## config.mk

```make
export PLATFORM = sky130hd
export DESIGN_NAME = piso_stream_ser_flat
export DESIGN_NICKNAME = d
export VERILOG_FILES = /design/src/rtl/piso_stream_ser_if.sv /design/src/rtl/piso_stream_ser.sv /design/src/flat_wrapper.sv
export SDC_FILE = /design/constraint.sdc
export NUM_CORES = 1
export LEC_CHECK = 0
export BUFFER_PORTS_ARGS = -buffer_cell sky130_fd_sc_hd__buf_2
export CORE_ASPECT_RATIO = 0.7
export CORE_MARGIN = 4
export CORE_UTILIZATION = 55
export DETAILED_ROUTE_END_ITERATION = 10
export GPL_TIMING_DRIVEN = 1
export PLACE_DENSITY = 0.74
export SETUP_SLACK_MARGIN = 0.15
export SYNTH_ARGS = -nofsm -noshare
export SYNTH_HDL_FRONTEND = slang
export SYNTH_SLANG_ARGS = --single-unit
```

## constraint.sdc

```tcl
create_clock -name clk -period 3 [get_ports clk]
set_clock_uncertainty 0.1 [all_clocks]
set_input_delay 0.3 -clock clk [delete_from_list [all_inputs] [get_ports clk]]
set_output_delay 0.3 -clock clk [all_outputs]
set_load 0.02 [all_outputs]
```

## src/rtl/piso_stream_ser_if.sv

```systemverilog
`default_nettype none
// ============================================================================
//  Module      : piso_stream_ser_if
//  Description : Word-side and bit-side signal bundle for piso_stream_ser.
//                The master side feeds words and the bit-time strobe;
//                the slave side (the serializer) returns the serial bit
//                stream and FIFO status.
//  Revision    : 1.0 - initial release
// ============================================================================
interface piso_stream_ser_if #(
    parameter int DATA_WIDTH = 8,
    parameter int FIFO_DEPTH = 4
);
    localparam int LW = $clog2(FIFO_DEPTH + 1);

    // Word side
    logic [DATA_WIDTH-1:0] in_data;
    logic                  in_valid;
    logic                  in_last;
    logic                  in_ready;

    // Bit side
    logic                  ser_en;
    logic                  ser_data;
    logic                  ser_valid;
    logic                  ser_stuff;
    logic                  ser_last;

    // Status
    logic [LW-1:0]         fifo_level;

    modport master (
        output in_data, in_valid, in_last, ser_en,
        input  in_ready, ser_data, ser_valid, ser_stuff, ser_last, fifo_level
    );

    modport slave (
        input  in_data, in_valid, in_last, ser_en,
        output in_ready, ser_data, ser_valid, ser_stuff, ser_last, fifo_level
    );
endinterface
`default_nettype wire

```

## src/rtl/piso_stream_ser.sv

```systemverilog
`default_nettype none
// ============================================================================
//  Module      : piso_stream_ser
//  Description : Parallel-in/serial-out streaming serializer. Words are
//                buffered in a small FIFO and shifted out back-to-back, one
//                bit per ser_en strobe, in LSB- or MSB-first order, with
//                optional USB-style bit stuffing (a 0 after STUFF_RUN ones).
//  Revision    : 1.0 - initial release
// ============================================================================
module piso_stream_ser #(
    parameter int DATA_WIDTH = 8,
    parameter int FIFO_DEPTH = 4,
    parameter int LSB_FIRST  = 1,
    parameter int STUFF_EN   = 1,
    parameter int STUFF_RUN  = 6
) (
    input  wire logic          clk,
    input  wire logic          rst,
    piso_stream_ser_if.slave   bus
);

    localparam int AW = (FIFO_DEPTH > 1) ? $clog2(FIFO_DEPTH) : 1;
    localparam int LW = $clog2(FIFO_DEPTH + 1);
    localparam int CW = $clog2(DATA_WIDTH + 1);

    localparam logic [LW-1:0] C_DEPTH    = LW'(FIFO_DEPTH);
    localparam logic [CW-1:0] C_WIDTH    = CW'(DATA_WIDTH);
    localparam logic [3:0]    C_RUN      = 4'(STUFF_RUN);
    localparam bit            C_STUFF_EN = (STUFF_EN != 0);

    // IDLE: shifter empty; SHIFT: data bits remain; STUFF: a stuff bit is owed
    typedef enum logic [1:0] {
        ST_IDLE  = 2'd0,
        ST_SHIFT = 2'd1,
        ST_STUFF = 2'd2
    } state_t;

    // ------------------------------------------------------------------
    // FIFO state
    // ------------------------------------------------------------------
    logic [DATA_WIDTH:0]   mem_q [FIFO_DEPTH];   // {last, data}
    logic [AW-1:0]         wr_ptr_q;
    logic [AW-1:0]         wr_ptr_d;
    logic [AW-1:0]         rd_ptr_q;
    logic [AW-1:0]         rd_ptr_d;
    logic [LW-1:0]         level_q;
    logic [LW-1:0]         level_d;

    logic                  w_ready;
    logic                  w_push;
    logic                  w_pop;
    logic [DATA_WIDTH:0]   w_head;

    // ------------------------------------------------------------------
    // Serializer state
    // ------------------------------------------------------------------
    state_t                state_q;
    logic [DATA_WIDTH-1:0] shreg_q;       // remaining bits, next bit at the output end
    logic                  word_last_q;   // in-flight word closes a packet
    logic [CW-1:0]         cnt_q;         // data bits still to send from shreg_q
    logic [3:0]            ones_q;        // consecutive data ones sent
    logic                  stuff_last_q;  // owed stuff bit carries ser_last
    logic                  ser_data_q;
    logic                  ser_valid_q;
    logic                  ser_stuff_q;
    logic                  ser_last_q;

    // Source of the bit emitted this strobe: the shifter when it still holds
    // bits, otherwise the FIFO head (load-and-emit in the same cycle).
    logic [DATA_WIDTH-1:0] w_src_word;
    logic                  w_src_last;
    logic [CW-1:0]         w_src_cnt;
    logic [DATA_WIDTH-1:0] w_src_next;
    logic                  w_bit;
    logic [CW-1:0]         w_cnt_rem;
    logic                  w_final;
    logic                  w_pkt_end;
    logic [3:0]            w_ones_inc;
    logic [3:0]            w_ones_next;
    logic                  w_run_done;
    logic                  w_have_bits;

    // ------------------------------------------------------------------
    // FIFO handshake. No pass-through: a full FIFO refuses a push even on a
    // cycle that also pops.
    // ------------------------------------------------------------------
    assign w_ready = ~rst && (level_q < C_DEPTH);
    assign w_push  = bus.in_valid && w_ready;
    assign w_pop   = bus.ser_en && (state_q == ST_IDLE) && (level_q != '0);
    assign w_head  = mem_q[rd_ptr_q];

    // Next-state of the FIFO pointers and occupancy
    always_comb begin
        wr_ptr_d = wr_ptr_q;
        rd_ptr_d = rd_ptr_q;
        level_d  = level_q;
        if (w_push) begin
            wr_ptr_d = wr_ptr_q + AW'(1);
        end
        if (w_pop) begin
            rd_ptr_d = rd_ptr_q + AW'(1);
        end
        case ({w_push, w_pop})
            2'b10:   level_d = level_q + LW'(1);
            2'b01:   level_d = level_q - LW'(1);
            default: level_d = level_q;
        endcase
    end

    // FIFO pointer/occupancy registers; reset discards all held words
    always_ff @(posedge clk) begin
        if (rst) begin
            wr_ptr_q <= '0;
            rd_ptr_q <= '0;
            level_q  <= '0;
        end else begin
            wr_ptr_q <= wr_ptr_d;
            rd_ptr_q <= rd_ptr_d;
            level_q  <= level_d;
        end
    end

    // FIFO storage; contents are don't-care until written, so no reset
    always_ff @(posedge clk) begin
        if (w_push) begin
            mem_q[wr_ptr_q] <= {bus.in_last, bus.in_data};
        end
    end

    // ------------------------------------------------------------------
    // Bit selection
    // ------------------------------------------------------------------
    // Pick the word the next data bit comes from
    always_comb begin
        w_src_word = w_head[DATA_WIDTH-1:0];
        w_src_last = w_head[DATA_WIDTH];
        w_src_cnt  = C_WIDTH;
        if (state_q == ST_SHIFT) begin
            w_src_word = shreg_q;
            w_src_last = word_last_q;
            w_src_cnt  = cnt_q;
        end
    end

    generate
        if (LSB_FIRST != 0) begin : g_lsb
            assign w_bit      = w_src_word[0];
            assign w_src_next = {1'b0, w_src_word[DATA_WIDTH-1:1]};
        end else begin : g_msb
            assign w_bit      = w_src_word[DATA_WIDTH-1];
            assign w_src_next = {w_src_word[DATA_WIDTH-2:0], 1'b0};
        end
    endgenerate

    assign w_cnt_rem   = w_src_cnt - CW'(1);
    assign w_final     = (w_cnt_rem == '0);
    assign w_pkt_end   = w_final && w_src_last;
    assign w_ones_inc  = (ones_q >= C_RUN) ? C_RUN : (ones_q + 4'd1);
    assign w_ones_next = (C_STUFF_EN && w_bit) ? w_ones_inc : 4'd0;
    assign w_run_done  = C_STUFF_EN && w_bit && (w_ones_inc == C_RUN);
    assign w_have_bits = (state_q == ST_SHIFT) || (level_q != '0);

    // ------------------------------------------------------------------
    // Serializer FSM with registered outputs; advances only on ser_en
    // ------------------------------------------------------------------
    always_ff @(posedge clk) begin
        if (rst) begin
            state_q      <= ST_IDLE;
            shreg_q      <= '0;
            word_last_q  <= 1'b0;
            cnt_q        <= '0;
            ones_q       <= 4'd0;
            stuff_last_q <= 1'b0;
            ser_data_q   <= 1'b0;
            ser_valid_q  <= 1'b0;
            ser_stuff_q  <= 1'b0;
            ser_last_q   <= 1'b0;
        end else if (bus.ser_en) begin
            if (state_q == ST_STUFF) begin
                // Owed stuff bit; data position is frozen meanwhile
                ser_data_q   <= 1'b0;
                ser_valid_q  <= 1'b1;
                ser_stuff_q  <= 1'b1;
                ser_last_q   <= stuff_last_q;
                ones_q       <= 4'd0;
                stuff_last_q <= 1'b0;
                state_q      <= (cnt_q != '0) ? ST_SHIFT : ST_IDLE;
            end else if (w_have_bits) begin
                ser_data_q  <= w_bit;
                ser_valid_q <= 1'b1;
                ser_stuff_q <= 1'b0;
                shreg_q     <= w_src_next;
                word_last_q <= w_src_last;
                cnt_q       <= w_cnt_rem;
                if (w_run_done) begin
                    // Run completed: stuff bit follows, and inherits the
                    // end-of-packet mark if this was the packet's last bit
                    ones_q       <= C_RUN;
                    stuff_last_q <= w_pkt_end;
                    ser_last_q   <= 1'b0;
                    state_q      <= ST_STUFF;
                end else if (w_pkt_end) begin
                    // Packet boundary: stuffing never carries across
                    ones_q     <= 4'd0;
                    ser_last_q <= 1'b1;
                    state_q    <= ST_IDLE;
                end else begin
                    ones_q     <= w_ones_next;
                    ser_last_q <= 1'b0;
                    state_q    <= w_final ? ST_IDLE : ST_SHIFT;
                end
            end else begin
                // Underrun: an idle bit time breaks any run of ones
                ser_data_q  <= 1'b0;
                ser_valid_q <= 1'b0;
                ser_stuff_q <= 1'b0;
                ser_last_q  <= 1'b0;
                ones_q      <= 4'd0;
            end
        end
    end

    assign bus.in_ready   = w_ready;
    assign bus.ser_data   = ser_data_q;
    assign bus.ser_valid  = ser_valid_q;
    assign bus.ser_stuff  = ser_stuff_q;
    assign bus.ser_last   = ser_last_q;
    assign bus.fifo_level = level_q;

endmodule
`default_nettype wire
```

## src/flat_wrapper.sv

```systemverilog
// flat-port wrapper written by rule: the top's interface ports become plain ports
module piso_stream_ser_flat 
#(
    parameter int DATA_WIDTH = 8,
    parameter int FIFO_DEPTH = 4,
    parameter int LSB_FIRST  = 1,
    parameter int STUFF_EN   = 1,
    parameter int STUFF_RUN  = 6
)
  (clk, rst, bus_in_data, bus_in_valid, bus_in_last, bus_ser_en, bus_in_ready, bus_ser_data, bus_ser_valid, bus_ser_stuff, bus_ser_last, bus_fifo_level);
  piso_stream_ser_if #(.DATA_WIDTH(DATA_WIDTH), .FIFO_DEPTH(FIFO_DEPTH)) bus_i ();
  input  wire logic clk;
  input  wire logic rst;
  input wire logic [$bits(bus_i.in_data)-1:0] bus_in_data;
  input wire logic [$bits(bus_i.in_valid)-1:0] bus_in_valid;
  input wire logic [$bits(bus_i.in_last)-1:0] bus_in_last;
  input wire logic [$bits(bus_i.ser_en)-1:0] bus_ser_en;
  output wire logic [$bits(bus_i.in_ready)-1:0] bus_in_ready;
  output wire logic [$bits(bus_i.ser_data)-1:0] bus_ser_data;
  output wire logic [$bits(bus_i.ser_valid)-1:0] bus_ser_valid;
  output wire logic [$bits(bus_i.ser_stuff)-1:0] bus_ser_stuff;
  output wire logic [$bits(bus_i.ser_last)-1:0] bus_ser_last;
  output wire logic [$bits(bus_i.fifo_level)-1:0] bus_fifo_level;
  assign bus_i.in_data = bus_in_data;
  assign bus_i.in_valid = bus_in_valid;
  assign bus_i.in_last = bus_in_last;
  assign bus_i.ser_en = bus_ser_en;
  assign bus_in_ready = bus_i.in_ready;
  assign bus_ser_data = bus_i.ser_data;
  assign bus_ser_valid = bus_i.ser_valid;
  assign bus_ser_stuff = bus_i.ser_stuff;
  assign bus_ser_last = bus_i.ser_last;
  assign bus_fifo_level = bus_i.fifo_level;
  piso_stream_ser #(.DATA_WIDTH(DATA_WIDTH), .FIFO_DEPTH(FIFO_DEPTH), .LSB_FIRST(LSB_FIRST), .STUFF_EN(STUFF_EN), .STUFF_RUN(STUFF_RUN)) u_core (.clk(clk), .rst(rst), .bus(bus_i));
endmodule
```

==> results.txt <==
----------------------------------------------------
[Clocking]
  TritonCTS clock tree ... done
  CTS hold repair buffers ... 0
  Cell at the root of the clock tree ... clkbuf_8
  Number of buffers created by CTS ... 9
  Clock Latency Late Sink ... 0.35 ns
  Number of H-tree branching levels ... 3
  Worst-path clk slew ... 0.07 ns
  Clk buf depth ... 2
  PostCTS Resize Cnt ... 0
  Clock sink count ... 68
  Post-CTS repair timing setup buffer count ... 0

[Detailed routing]
  Violation count after the first detailed-route iteration ... 170
  Number of remaining DRC errors ... 0
  Antenna viol nets, final ... 0
  Drt wl/cell ... 15.8 µm
  Detailed Route WL ... 5700 µm
  Total via count in the routed design ... 2039
  Number of vias per cell ... 5.66
  DR pass1 iterations ... 4

[Synthesis]
  Post-Synthesis Net Count ... 281
  Post-synth top flop ... edfxtp_1
  Sequential cell area fraction in the yosys report ... 0.574
  Number of synthesized flops with an enable pin ... 36
  Number of register bits inferred by synthesis ... 68
  Synth cell types ... 48
  Number of warnings reported in the yosys synthesis log ... 0
  Post-synthesis cell area ... 3000 µm²
  Post-Synthesis Mean Instance Area ... 11.6 µm²
  Synth async-reset ratio ... 0
  Number of cells produced by synthesis ... 258

[Global routing]
  Vias in the first global route ... 2006
  Wire length of the first global-routing pass ... 9780 µm
  Overflow left after global routing ... 0
  Antenna violations before repair ... 0
  Tot GR Track Use ... 0.194
  Maximum number of pins on one net before global-route repair ... 33

[Final layout]
  Top library cells by usage in the layout, fill and taps aside ... 36 x edfxtp_1, 32 x dfxtp_1, 30 x nand2_1
  Net count of the finished layout ... 306
  Leading cell type in the layout, fill and taps excluded ... edfxtp_1
  Diodes inserted ... 0
  Final std cells w/o fill ... 360
  Signed area change from the synthesized netlist to the final layout ... 14.1%
  Fraction of final layout cells with drive strength greater than 1 ... 0.191

[Run status]
  Run status ... complete, no violations

[STA]
  Total setup violations reported at the end of the flow ... 0
  Final worst path period share ... 0.853
  Unrepaired setup endpoints after global routing ... no
  Final-report max-slew violation count ... 0
  Final hold violation count ... 0
  Transition at the pin with the smallest max-transition slack ... 0.662 ns
  Achievable clock frequency ... 391 MHz
  Slew Limit Headroom ... 0.557
  Final TNS setup ... 0 ns
  Hold Worst Slack ... 0.0688 ns
  Fin crit period ... 2.56 ns

[Placed design]
  Quantity of I/O buffers inserted on ports ... 20
  Cell count after placement ... 344
  Gpl congestion ... 0.836
  Post-DP HPWL ... 3860 µm

[Floorplanning]
  Y dimension of the die ... 69.8 µm
  Total Die Area ... 6720 µm²
  Horizontal die dimension ... 96.3 µm
  Starting Density ... 0.570
  Area of the core region ... 5260 µm²
  Top Ports ... 21
  Total number of placement rows ... 22

[Pwr]
  Leak ... 1.24 nW
  Worst voltage drop across the vdd grid ... 0.000509 V
  Total power density per cell area ... 873 nW/µm²

[Worst setup path]
  Worst EP required ... 3.14 ns
  Setup CP Type ... flop to flop
  Element type at the critical path start ... flop
  Arrival @ worst endpoint ... 2.70 ns
  Sort of element at the end of the critical path ... flop
  Reg2Reg Depth ... 8
  Highest fanout seen on the critical path ... 11

[Run]
  Number of maximum-capacitance constraint violations ... 0

[Worst hold path]
  Type of the tightest min-delay check ... input port to flop
  Worst hold path cell count ... 1

----------------------------------------------------
worst max-delay path: stages (launching register included):
cell and delay, ns:
dfxtp_1 0.50, nor2b_1 0.29, buf_4 0.22, nand2_1 0.10
ha_1 0.23, xor2_1 0.19, o311ai_1 0.20, or2_2 0.34
o32ai_1 0.29
path summary, 6_finish.rpt:
| kind | startpoint | end | slack, ns |
|---|---|---|---|
| setup reg to reg | u_core.state_q[0] | u_core.bus.ser_last | 0.44 |
| setup / recovery | u_core.state_q[0] | u_core.bus.ser_last | 0.44 |
| hold reg to reg | u_core.word_last_q | u_core.word_last_q | 0.36 |
| hold / removal | bus_in_data[4] | u_core.mem_q[2][4] | 0.07 |
cells in the mapped netlist, types with 5 or more instances:
master	number	area, µm²
dfxtp_1	32	641
inv_1	11	41.3
a311oi_1	7	61.3
a21oi_1	10	50.1
o21ai_0	7	35.0
mux4_2	7	158
nor2_1	26	97.6
nand2_1	30	113
clkbuf_1	8	30.0
ha_1	9	113
and3_1	7	43.8
edfxtp_1	36	1080
xor2_1	5	43.8
state kept, by name, summed over array words and instances, names as in the netlist, 2 cells and up, named ones only:
| register | cells |
|---|---|
| u_core.ones_q | 4 |
| u_core.state_q | 2 |
| u_core.cnt_q | 4 |
| u_core.mem_q | 36 |
| u_core.bus.fifo_level | 3 |
| u_core.shreg_q | 7 |
| u_core.rd_ptr_q | 2 |
| u_core.wr_ptr_q | 2 |
layer usage:
| metal | global-route usage | wire length (µm) | share of wire | vias up |
|---|---|---|---|---|
| li1 | - | - | - | 998 |
| met1 | 0.285 | 2820 | 0.50 | 993 |
| met2 | 0.270 | 2520 | 0.44 | 43 |
| met3 | 0.0781 | 304 | 0.053 | 5 |
| met4 | 0.0426 | 43 | 0.0076 | 0 |
| met5 | 0 | 0 | 0 | - |
layout make-up:
class	count	area [µm²]
Fill cell	388	1830
Sequential cell	68	1720
Multi-Input combinational cell	167	1190
Timing Repair Buffer	26	145
Clock buffer	9	124
Clock inverter	7	115
Tap cell	72	90.1
Inverter	11	41.3
stage by stage:
step | total power, mW | utilization | instance area [µm²] | setup slack (ns)
global route | 3.18 | 0.651 | 3420 | 0.242
global placement | 2.09 | 0.606 | 3180 | 0.620
detailed placement | 2.11 | 0.606 | 3180 | 0.464
CTS | 3.00 | 0.651 | 3420 | 0.455
finish | 2.99 | 0.651 | 3420 | 0.442
floorplan | 1.87 | - | 3000 | 0.502
power breakdown:
group	total (mW)	internal, mW	switching [mW]
Combinational	0.869	0.375	0.494
Clock	0.890	0.549	0.341
Sequential	1.23	1.12	0.113
Total	2.99	2.04	0.948
cells by family (layout without fill, tap and decap cells):
kind of cell | count (synthesis) | count (layout) | share of synthesized area
AO/OA/AOI/OAI | 41 | 41 | 0.0972
XOR/XNOR | 7 | 7 | 0.0204
adder cells (fa/ha/maj) | 10 | 10 | 0.0442
buffers and inverters | 23 | 53 | 0.0305
flip-flops | 68 | 68 | 0.574
multiplexers | 12 | 12 | 0.0701
AND/OR/NAND/NOR | 97 | 97 | 0.164
No activity file was read; power rests on OpenSTA's default activity.
